--- src/rtl/usb_tx_if.sv ---
// usb_tx_if: byte-buffer handshake, shift-register strobes and line-status signals of the USB transmit sequencer
// master: buffer/shift-register side (drives tx_start/tx_data/tx_valid/tx_last/serial_in)
// slave : usb_tx_ctrl (drives tx_ready, load/shift strobes, load_data, eop, stuff_bit, busy, tx_done, tx_error)
interface usb_tx_if;
  logic       tx_start;
  logic [7:0] tx_data;
  logic       tx_valid;
  logic       tx_last;
  logic       tx_ready;
  logic       serial_in;
  logic       load_enable;
  logic [7:0] load_data;
  logic       shift_enable;
  logic       eop;
  logic       stuff_bit;
  logic       busy;
  logic       tx_done;
  logic       tx_error;
  modport master (
    output tx_start, tx_data, tx_valid, tx_last, serial_in,
    input  tx_ready, load_enable, load_data, shift_enable, eop, stuff_bit, busy, tx_done, tx_error
  );
  modport slave (
    input  tx_start, tx_data, tx_valid, tx_last, serial_in,
    output tx_ready, load_enable, load_data, shift_enable, eop, stuff_bit, busy, tx_done, tx_error
  );
endinterface

--- src/rtl/usb_tx_ctrl.sv ---
// usb_tx_ctrl: USB transmit sequencer - SYNC, payload bytes and EOP timing for an LSB-first shift register
// Ports: clk, rst (sync, active-high), bus (usb_tx_if.slave).
// Parameters: CLKS_PER_BIT (>=2), SYNC_BYTE, EOP_BITS.
// Optional: define USB_TX_BIT_STUFF_EN to insert a stuff period after six consecutive ones on the wire.
module usb_tx_ctrl #(
  parameter int unsigned CLKS_PER_BIT = 8,
  parameter logic [7:0]  SYNC_BYTE    = 8'h80,
  parameter int unsigned EOP_BITS     = 2
) (
  input logic       clk,
  input logic       rst,
  usb_tx_if.slave   bus
);
  localparam int unsigned EOP_CYC = EOP_BITS * CLKS_PER_BIT;
  localparam int unsigned CW = (EOP_CYC > 2) ? $clog2(EOP_CYC) : 1;
  typedef enum logic [2:0] {IDLE, LOAD_SYNC, SEND, EOP, IDLE_J} state_t;
  state_t        state, state_nx;
  logic [CW-1:0] clk_cnt;
  logic [2:0]    bit_cnt;
  logic          last_q, done_q;
  logic          tick, dec, byte_end, take, under;
  logic          stuffing, stuff_now;
  // tick: last cycle of a bit (or stuff) period; dec: the shift/load decision happens now
  assign tick     = state == SEND && clk_cnt == CW'(CLKS_PER_BIT - 1);
  assign dec      = tick && !stuff_now;
  assign byte_end = dec && bit_cnt == 3'd7;
  assign take     = byte_end && !last_q && bus.tx_valid;
  assign under    = byte_end && !last_q && !bus.tx_valid;
`ifdef USB_TX_BIT_STUFF_EN
  logic [2:0] ones;
  // a sixth one defers the decision by one bit period; stuff period ends are not wire samples
  assign stuff_now = tick && !stuffing && bus.serial_in && ones == 3'd5;
  always_ff @(posedge clk) begin
    if (rst || state == LOAD_SYNC) begin
      ones     <= 3'd0;
      stuffing <= 1'b0;
    end else if (tick) begin
      stuffing <= stuff_now;
      if (!stuffing) ones <= (stuff_now || !bus.serial_in) ? 3'd0 : ones + 3'd1;
    end
  end
`else
  logic unused_serial_in;
  assign unused_serial_in = bus.serial_in;
  assign stuffing  = 1'b0;
  assign stuff_now = 1'b0;
`endif
  always_ff @(posedge clk) state <= rst ? IDLE : state_nx;
  always_ff @(posedge clk) begin
    if (rst) begin
      clk_cnt <= '0;
      bit_cnt <= 3'd0;
      last_q  <= 1'b0;
      done_q  <= 1'b0;
    end else begin
      clk_cnt <= (state_nx != state || tick || state == IDLE) ? '0 : clk_cnt + 1'b1;
      bit_cnt <= (state == LOAD_SYNC || take) ? 3'd0 : (dec && bit_cnt != 3'd7) ? bit_cnt + 3'd1 : bit_cnt;
      last_q  <= state == LOAD_SYNC ? 1'b0 : take ? bus.tx_last : last_q;
      done_q  <= state == IDLE_J && state_nx == IDLE;
    end
  end
  always_comb begin
    state_nx = state;
    case (state)
      IDLE:      state_nx = bus.tx_start ? LOAD_SYNC : IDLE;
      LOAD_SYNC: state_nx = SEND;
      SEND:      state_nx = (byte_end && (last_q || !bus.tx_valid)) ? EOP : SEND;
      EOP:       state_nx = clk_cnt == CW'(EOP_CYC - 1) ? IDLE_J : EOP;
      IDLE_J:    state_nx = clk_cnt == CW'(CLKS_PER_BIT - 1) ? IDLE : IDLE_J;
      default:   state_nx = IDLE;
    endcase
  end
  always_comb begin
    bus.busy         = state != IDLE;
    bus.eop          = state == EOP;
    bus.stuff_bit    = stuffing;
    bus.shift_enable = dec && bit_cnt != 3'd7;
    bus.load_enable  = state == LOAD_SYNC || take;
    bus.load_data    = state == LOAD_SYNC ? SYNC_BYTE : take ? bus.tx_data : 8'h00;
    bus.tx_ready     = take;
    bus.tx_error     = under;
    bus.tx_done      = done_q;
  end
endmodule

--- src/flat_wrapper.sv ---
// flat-port wrapper written by rule: the top's interface ports become plain ports
module usb_tx_ctrl_flat 
#(
  parameter int unsigned CLKS_PER_BIT = 8,
  parameter logic [7:0]  SYNC_BYTE    = 8'h80,
  parameter int unsigned EOP_BITS     = 2
)
  (clk, rst, bus_tx_start, bus_tx_data, bus_tx_valid, bus_tx_last, bus_serial_in, bus_tx_ready, bus_load_enable, bus_load_data, bus_shift_enable, bus_eop, bus_stuff_bit, bus_busy, bus_tx_done, bus_tx_error);
  usb_tx_if bus_i ();
  input logic clk;
  input logic rst;
  input wire logic [$bits(bus_i.tx_start)-1:0] bus_tx_start;
  input wire logic [$bits(bus_i.tx_data)-1:0] bus_tx_data;
  input wire logic [$bits(bus_i.tx_valid)-1:0] bus_tx_valid;
  input wire logic [$bits(bus_i.tx_last)-1:0] bus_tx_last;
  input wire logic [$bits(bus_i.serial_in)-1:0] bus_serial_in;
  output wire logic [$bits(bus_i.tx_ready)-1:0] bus_tx_ready;
  output wire logic [$bits(bus_i.load_enable)-1:0] bus_load_enable;
  output wire logic [$bits(bus_i.load_data)-1:0] bus_load_data;
  output wire logic [$bits(bus_i.shift_enable)-1:0] bus_shift_enable;
  output wire logic [$bits(bus_i.eop)-1:0] bus_eop;
  output wire logic [$bits(bus_i.stuff_bit)-1:0] bus_stuff_bit;
  output wire logic [$bits(bus_i.busy)-1:0] bus_busy;
  output wire logic [$bits(bus_i.tx_done)-1:0] bus_tx_done;
  output wire logic [$bits(bus_i.tx_error)-1:0] bus_tx_error;
  assign bus_i.tx_start = bus_tx_start;
  assign bus_i.tx_data = bus_tx_data;
  assign bus_i.tx_valid = bus_tx_valid;
  assign bus_i.tx_last = bus_tx_last;
  assign bus_i.serial_in = bus_serial_in;
  assign bus_tx_ready = bus_i.tx_ready;
  assign bus_load_enable = bus_i.load_enable;
  assign bus_load_data = bus_i.load_data;
  assign bus_shift_enable = bus_i.shift_enable;
  assign bus_eop = bus_i.eop;
  assign bus_stuff_bit = bus_i.stuff_bit;
  assign bus_busy = bus_i.busy;
  assign bus_tx_done = bus_i.tx_done;
  assign bus_tx_error = bus_i.tx_error;
  usb_tx_ctrl #(.CLKS_PER_BIT(CLKS_PER_BIT), .SYNC_BYTE(SYNC_BYTE), .EOP_BITS(EOP_BITS)) u_core (.clk(clk), .rst(rst), .bus(bus_i));
endmodule
--- config.mk ---
export PLATFORM = sky130hd
export DESIGN_NAME = usb_tx_ctrl_flat
export DESIGN_NICKNAME = d
export VERILOG_FILES = /design/src/rtl/usb_tx_if.sv /design/src/rtl/usb_tx_ctrl.sv /design/src/flat_wrapper.sv
export SDC_FILE = /design/constraint.sdc
export NUM_CORES = 1
export LEC_CHECK = 0
export CAP_MARGIN = 20
export CORE_AREA = 2 2 48 50
export DETAILED_ROUTE_END_ITERATION = 10
export DIE_AREA = 0 0 50 52
export PLACE_DENSITY_LB_ADDON = 0.1
export SKIP_LAST_GASP = 1
export SLEW_MARGIN = 20
export SYNTH_ARGS = -nofsm -noshare
export SYNTH_HDL_FRONTEND = slang
export SYNTH_SLANG_ARGS = --single-unit
export TNS_END_PERCENT = 5
--- constraint.sdc ---
create_clock -name clk -period 1.6 [get_ports clk]
set_clock_uncertainty 0.1 [all_clocks]
set_input_delay 0.16 -clock clk [delete_from_list [all_inputs] [get_ports clk]]
set_output_delay 0.16 -clock clk [all_outputs]
set_load 0.01 [all_outputs]
# --- Word level (Yosys, flattened, before mapping) ---
# Cells that the tools add are included.
word_totals:
  reg_bits: 12
classes:
  n_addsub: 2
  eq_ne: 9
  muxes: 7
  reduce_logical: 20
ops:
  columns: ["cell", "count"]
  rows:
  - ["8-bit 2-to-1 mux", 2]
  - ["3-bit one-hot mux with 5 select lines", 1]
  - ["1-bit logical AND", 8]
  - ["3-bit by 2-bit == test with 1-bit output (second input constant)", 2]
  - ["3-bit == test (second input constant)", 2]
  - ["3-bit logical NOT", 2]
  - ["3-bit 2-to-1 mux", 2]
  - ["2-bit OR reduction", 3]
  - ["4-bit by 1-bit adder with 4-bit output (second input constant)", 1]
  - ["4-bit by 3-bit == test with 1-bit output (second input constant)", 1]
  - ["4-bit == test (second input constant)", 1]
  - ["1-bit logical OR", 4]
  - ["3-bit by 1-bit adder with 3-bit output (second input constant)", 1]
  - ["3-bit by 1-bit == test with 1-bit output (second input constant)", 1]
  - ["3-bit != test", 1]
  - ["3-bit != test (second input constant)", 1]
  - ["3-bit nonzero test", 1]
  - ["1-bit logical NOT", 2]
  - ["1-bit 2-to-1 mux", 2]

# --- Depth between registers and ports, before layout ---
logic_depth:
  depth_word: 10
  ltp_mapped: 5
  mapped_depth_nobuf: 5

# --- Worst setup path before layout ---
# OpenSTA, ideal clock, no wires.
synth_timing:
  path_type: "register -> output"
  from: "register u_core.clk_cnt[0]"
  to: "output bus_load_data[0]"
  arrival_time_ns: 1.469
  setup_slack_ns: -0.129
  stages_incl_launch_ff: 6
  n_path_buf: 1
  cell_sequence: "dfxtp_1 ha_1 buf_2 nand4bb_4 nor4_4 and2_1"
synth_via:
  elab_chain_len: 7
synth_lines:
  columns: ["element", "line_no", "text"]
  rows:
  - ["from (decl)", "usb_tx_ctrl.sv:18", "logic [CW-1:0] clk_cnt;"]
  - ["from (signal assigned)", "usb_tx_ctrl.sv:56", "clk_cnt <= (state_nx != state || tick || state == IDLE) ? '0 : clk_cnt + 1'b1;"]
  - ["4-bit by 3-bit == test with 1-bit output", "usb_tx_ctrl.sv:24", "assign tick = state == SEND && clk_cnt == CW'(CLKS_PER_BIT - 1);"]
  - ["1-bit logical AND", "usb_tx_ctrl.sv:24", null]
  - ["1-bit logical AND", "usb_tx_ctrl.sv:26", "assign byte_end = dec && bit_cnt == 3'd7;"]
  - ["1-bit logical AND (2 in series)", "usb_tx_ctrl.sv:27", "assign take = byte_end && !last_q && bus.tx_valid;"]
  - ["named net bus_tx_ready", "flat_wrapper.sv:17", "output wire logic [$bits(bus_i.tx_ready)-1:0] bus_tx_ready;"]
  - ["8-bit 2-to-1 mux (2 in series)", "usb_tx_ctrl.sv:79", "bus.load_data = state == LOAD_SYNC ? SYNC_BYTE : take ? bus.tx_data : 8'h00;"]
  - ["to (decl)", "flat_wrapper.sv:19", "output wire logic [$bits(bus_i.load_data)-1:0] bus_load_data;"]
# The timed path passes the listed nets, and every way through them passes these cells.

# --- Worst setup path after layout ---
layout_timing:
  from: "register u_core.clk_cnt[1]"
  to: "output bus_load_data[4]"
layout_via:
  elab_chain_len: 7
layout_lines:
  columns: ["element", "line_no"]
  rows:
  - ["4-bit by 3-bit == test with 1-bit output", "usb_tx_ctrl.sv:24"]
  - ["1-bit logical AND", "usb_tx_ctrl.sv:24"]
  - ["1-bit logical AND", "usb_tx_ctrl.sv:26"]
  - ["1-bit logical AND (2 in series)", "usb_tx_ctrl.sv:27"]
  - ["8-bit 2-to-1 mux (2 in series)", "usb_tx_ctrl.sv:79"]
# Every way passes these cells.

==> summary.md <==
| Metric | Value |
|---|---|
| Outcome | finished with violations |
| Violated checks | negative setup slack |
| Most frequent cell after synthesis | dfxtp_1 |
| Peak VDD IR | 0.000374 V |
| Core Region | between 2000 and 2500 sq um |
| EDFF count, synth | 0 |
| Buf+Inv Stages, Crit Path | 4 |
| Final HPWL DP | 1590 um |
| Clock root buffer | clkbuf_4 |
| Finished Cell Area | 1320 sq um |
| Port bufs | 27 |
| Met3 wire len | 138 um |
| Slowest CP cell | dfxtp_2 |
| Maximum number of pins on one net before global-route repair | 12 |
| Total negative slack | -6060 ps |
| Top Layer Used | met4 |
| Die Y | 52 um |
| FILL cells | 174 |
| RSZ-0062 raised after global routing | true |
| CP Data Required Time | 1340 ps |
| Flip-flop and latch count after synthesis | 12 |
| Synth cell types | 38 |
| # IOs | 30 |
| Total Routed Length | approximately 2100 um |
| Vias per cell | 4.87 |
| Yosys top cell by area | dfxtp_1 |
| Critical path fanouts, max | 2 |
| Clock Power Share | between 30% and 40% |
| CP Cell Sequence | ha_4 > nand4bb_4 > nor4_4 > buf_2 > buf_6 > buf_6 > and2_4 > buf_6 |
| Post-Syn Area | 751 sq um |
| Iteration-0 DRC Markers | 4 |
| Die Area | 2600 sq um |
| Post-DRT Antenna Nets | 0 |
| Dpl ws | -533 ps |
| CP startpoint kind | flip-flop |
| Via count | between 800 and 900 |
| Syn-to-layout area delta | 75.8% |
| CP endpoint kind | primary output |
| Synth Warn # | 0 |
| Max cap viols | 0 |
| CP Class | reg2out |
| Post-synth top cells | dfxtp_1 (12), and2_1 (7), nor2_1 (6), nor4_1 (6), nand2_1 (5) |
| Initial core utilization | 35.7% |
| Synth Net Count | ~100 |
| Layout Nets | 157 |
| Clock-pin slew on the worst setup and hold paths | 80 ps |
| Die X | 50 um |
| Pwr Density | 511 nW/um^2 |
| Hold/Removal Path Class | reg2reg |
| Final Power | 674 uW |
| Setup slack after layout | -484 ps |
| CP arrival | 1820 ps |
| Placed insts | 155 |
| Fin cells | 167 |
| Family with the most delay on the worst path | simple AND/OR/NAND/NOR gates |
| Combinational Power Share | 18.4% |
| RD Place Congestion | between 0.7 and 0.8 |
| Seq pwr share | 45.7% |
| Hold_buf cts | 0 |
| Worst-Skew Late Latency | 270 ps |
| Clock sink count | 12 |
| CTS tree | done |
| Fmax | 480 MHz |
| Routed wl met2 | 1040 um |
| Synth Flop Type | dfxtp_1 |
| Clock Path Buffers | 2 |
| Vias in the first global route | 860 |
| Placed cell area | approximately 1200 sq um |
| Int Pwr | ~500 uW |
| DR pass1 iterations | 3 |
| Syn Inst Count | 85 |
| Num CTS Buffers | 3 |
| Top cells by area, synth | dfxtp_1 (32%), and2_1 (5.8%), ha_1 (5.0%), nor4_1 (5.0%), nand4bb_4 (3.7%) |
| Switch Pwr | 159 uW |
| Global-route wire length before repair | around 3800 um |
| Sw Share | a little under a quarter |
| Final period util | 130% |
| WL per Instance | between 10 and 15 um |
| Final Setup Violations | 17 |
| # diodes | 0 |
| Tmin final | ~2100 ps |
| CP max stage delay | 360 ps |
| Row cnt | 17 |
| Fraction of layout cells with a size suffix above 1 | 44.6% |
| Pins Over Slew Limit | 0 |
| Leak Pwr | 0.591 nW |
| H-tree depth | 1 |
| Initial antenna violation count | 0 |
| Final Hold Fails | 0 |
| Synth async-reset ratio | 0% |
| Top-area cell type share of the netlist area | 32.0% |
| Mapped Avg Cell Area | 8.83 sq um |
| Sequential share of the synthesized area | approximately a third |
| Total GRT Usage | between 10% and 20% |
| Metal-1 WL | just over 900 um |
| Total grt overflow | 0 |
| DR DRC count | 0 |
| CP most frequent cell | buf_6 |
[cells in the final DEF (no fill, tap or decap), types with 2 or more instances in the layout]
cell type | Yosys | routed
dlygate4sd2_1 | 0 | 3
nand3_1 | 3 | 3
nor2_1 | 6 | 6
clkbuf_4 | 0 | 3
and2_4 | 0 | 7
dfxtp_2 | 0 | 4
ha_4 | 0 | 3
inv_1 | 4 | 3
buf_6 | 1 | 8
a21oi_1 | 3 | 3
nand2_1 | 5 | 5
buf_2 | 3 | 6
a32o_1 | 2 | 2
a211o_1 | 2 | 2
dfxtp_1 | 12 | 8
o21ai_0 | 2 | 2
clkdlybuf4s50_1 | 0 | 15
buf_4 | 1 | 23
a21o_1 | 2 | 2
nor4_1 | 6 | 6
nand2b_1 | 2 | 2
[worst min-delay path, cell delays in order, from the launching register on]
cell	delay, ps
dfxtp_2	350
buf_4	110
nor4_1	40
[flip-flops by register name, summed over array words and instances (netlist names)]
signal	flops
u_core.state	3
u_core.bus.tx_done	1
u_core.last_q	1
u_core.clk_cnt	4
u_core.bit_cnt	3
[metal layers]
metal / GRT usage, % / vias to the layer above
li1: - / 416
met1: 22.5 / 369
met2: 34.9 / 25
met3: 3.45 / 4
met4: 8.33 / 0
met5: 0 / -
[timing repair]
| action | 4_1_cts | 5_1_grt |
|---|---|---|
| pin swaps | 6 | 0 |
| endpoints found under the setup margin | 17 | 17 |
| gates resized for setup | 52 | 0 |
| gates cloned | 1 | 0 |
| setup buffers | 7 | 0 |
[cell families after synthesis]
group                      share of synthesized area, %
AOI/OAI and AO/OA                                  17.8
xor gates and xnor gates                           1.17
adders and majority gates                          5.00
buffers and inverters                              6.50
DFF                                                32.0
other                                             0.500
and+or+nand+nor                                    37.0
[layout make-up]
class	count	area, sq um	share of cell area, %
multi-input combinational	64	517	39.1
sequential	12	245	18.6
inverter	4	17.5	1.33
clock buffer	4	36.3	2.75
timing repair buffer	55	469	35.5
tap	28	35.0	2.65
[path summary, 6_finish.rpt]
path / start / to / slack, ps / depth (start not counted)
max reg2reg: u_core.bit_cnt[1] / u_core.bit_cnt[1] / -300 / 6
max: u_core.clk_cnt[1] / bus_load_data[4] / -480 / 8
min reg2reg: u_core.clk_cnt[0] / u_core.clk_cnt[0] / 440 / 2
min: u_core.clk_cnt[0] / u_core.clk_cnt[0] / 440 / 2
[per-stage QoR]
stage / hold WS (ps) / util, %
2_1_floorplan: 129 / -
3_5_place_dp: 425 / 57.9
6_report: 436 / 62.7
3_3_place_gp: 410 / 57.9
4_1_cts: 441 / 62.7
5_1_grt: 459 / 62.7
[power by group through the flow]
stage,Clock [mW],Sequential (mW),Combinational (mW)
6_report,0.242,0.308,0.124
3_5_place_dp,0,0.315,0.127
3_3_place_gp,0,0.314,0.126
5_1_grt,0.260,0.309,0.136
2_1_floorplan,0,0.313,0.0586
4_1_cts,0.248,0.308,0.125
No activity file was read; power rests on OpenSTA's default activity.
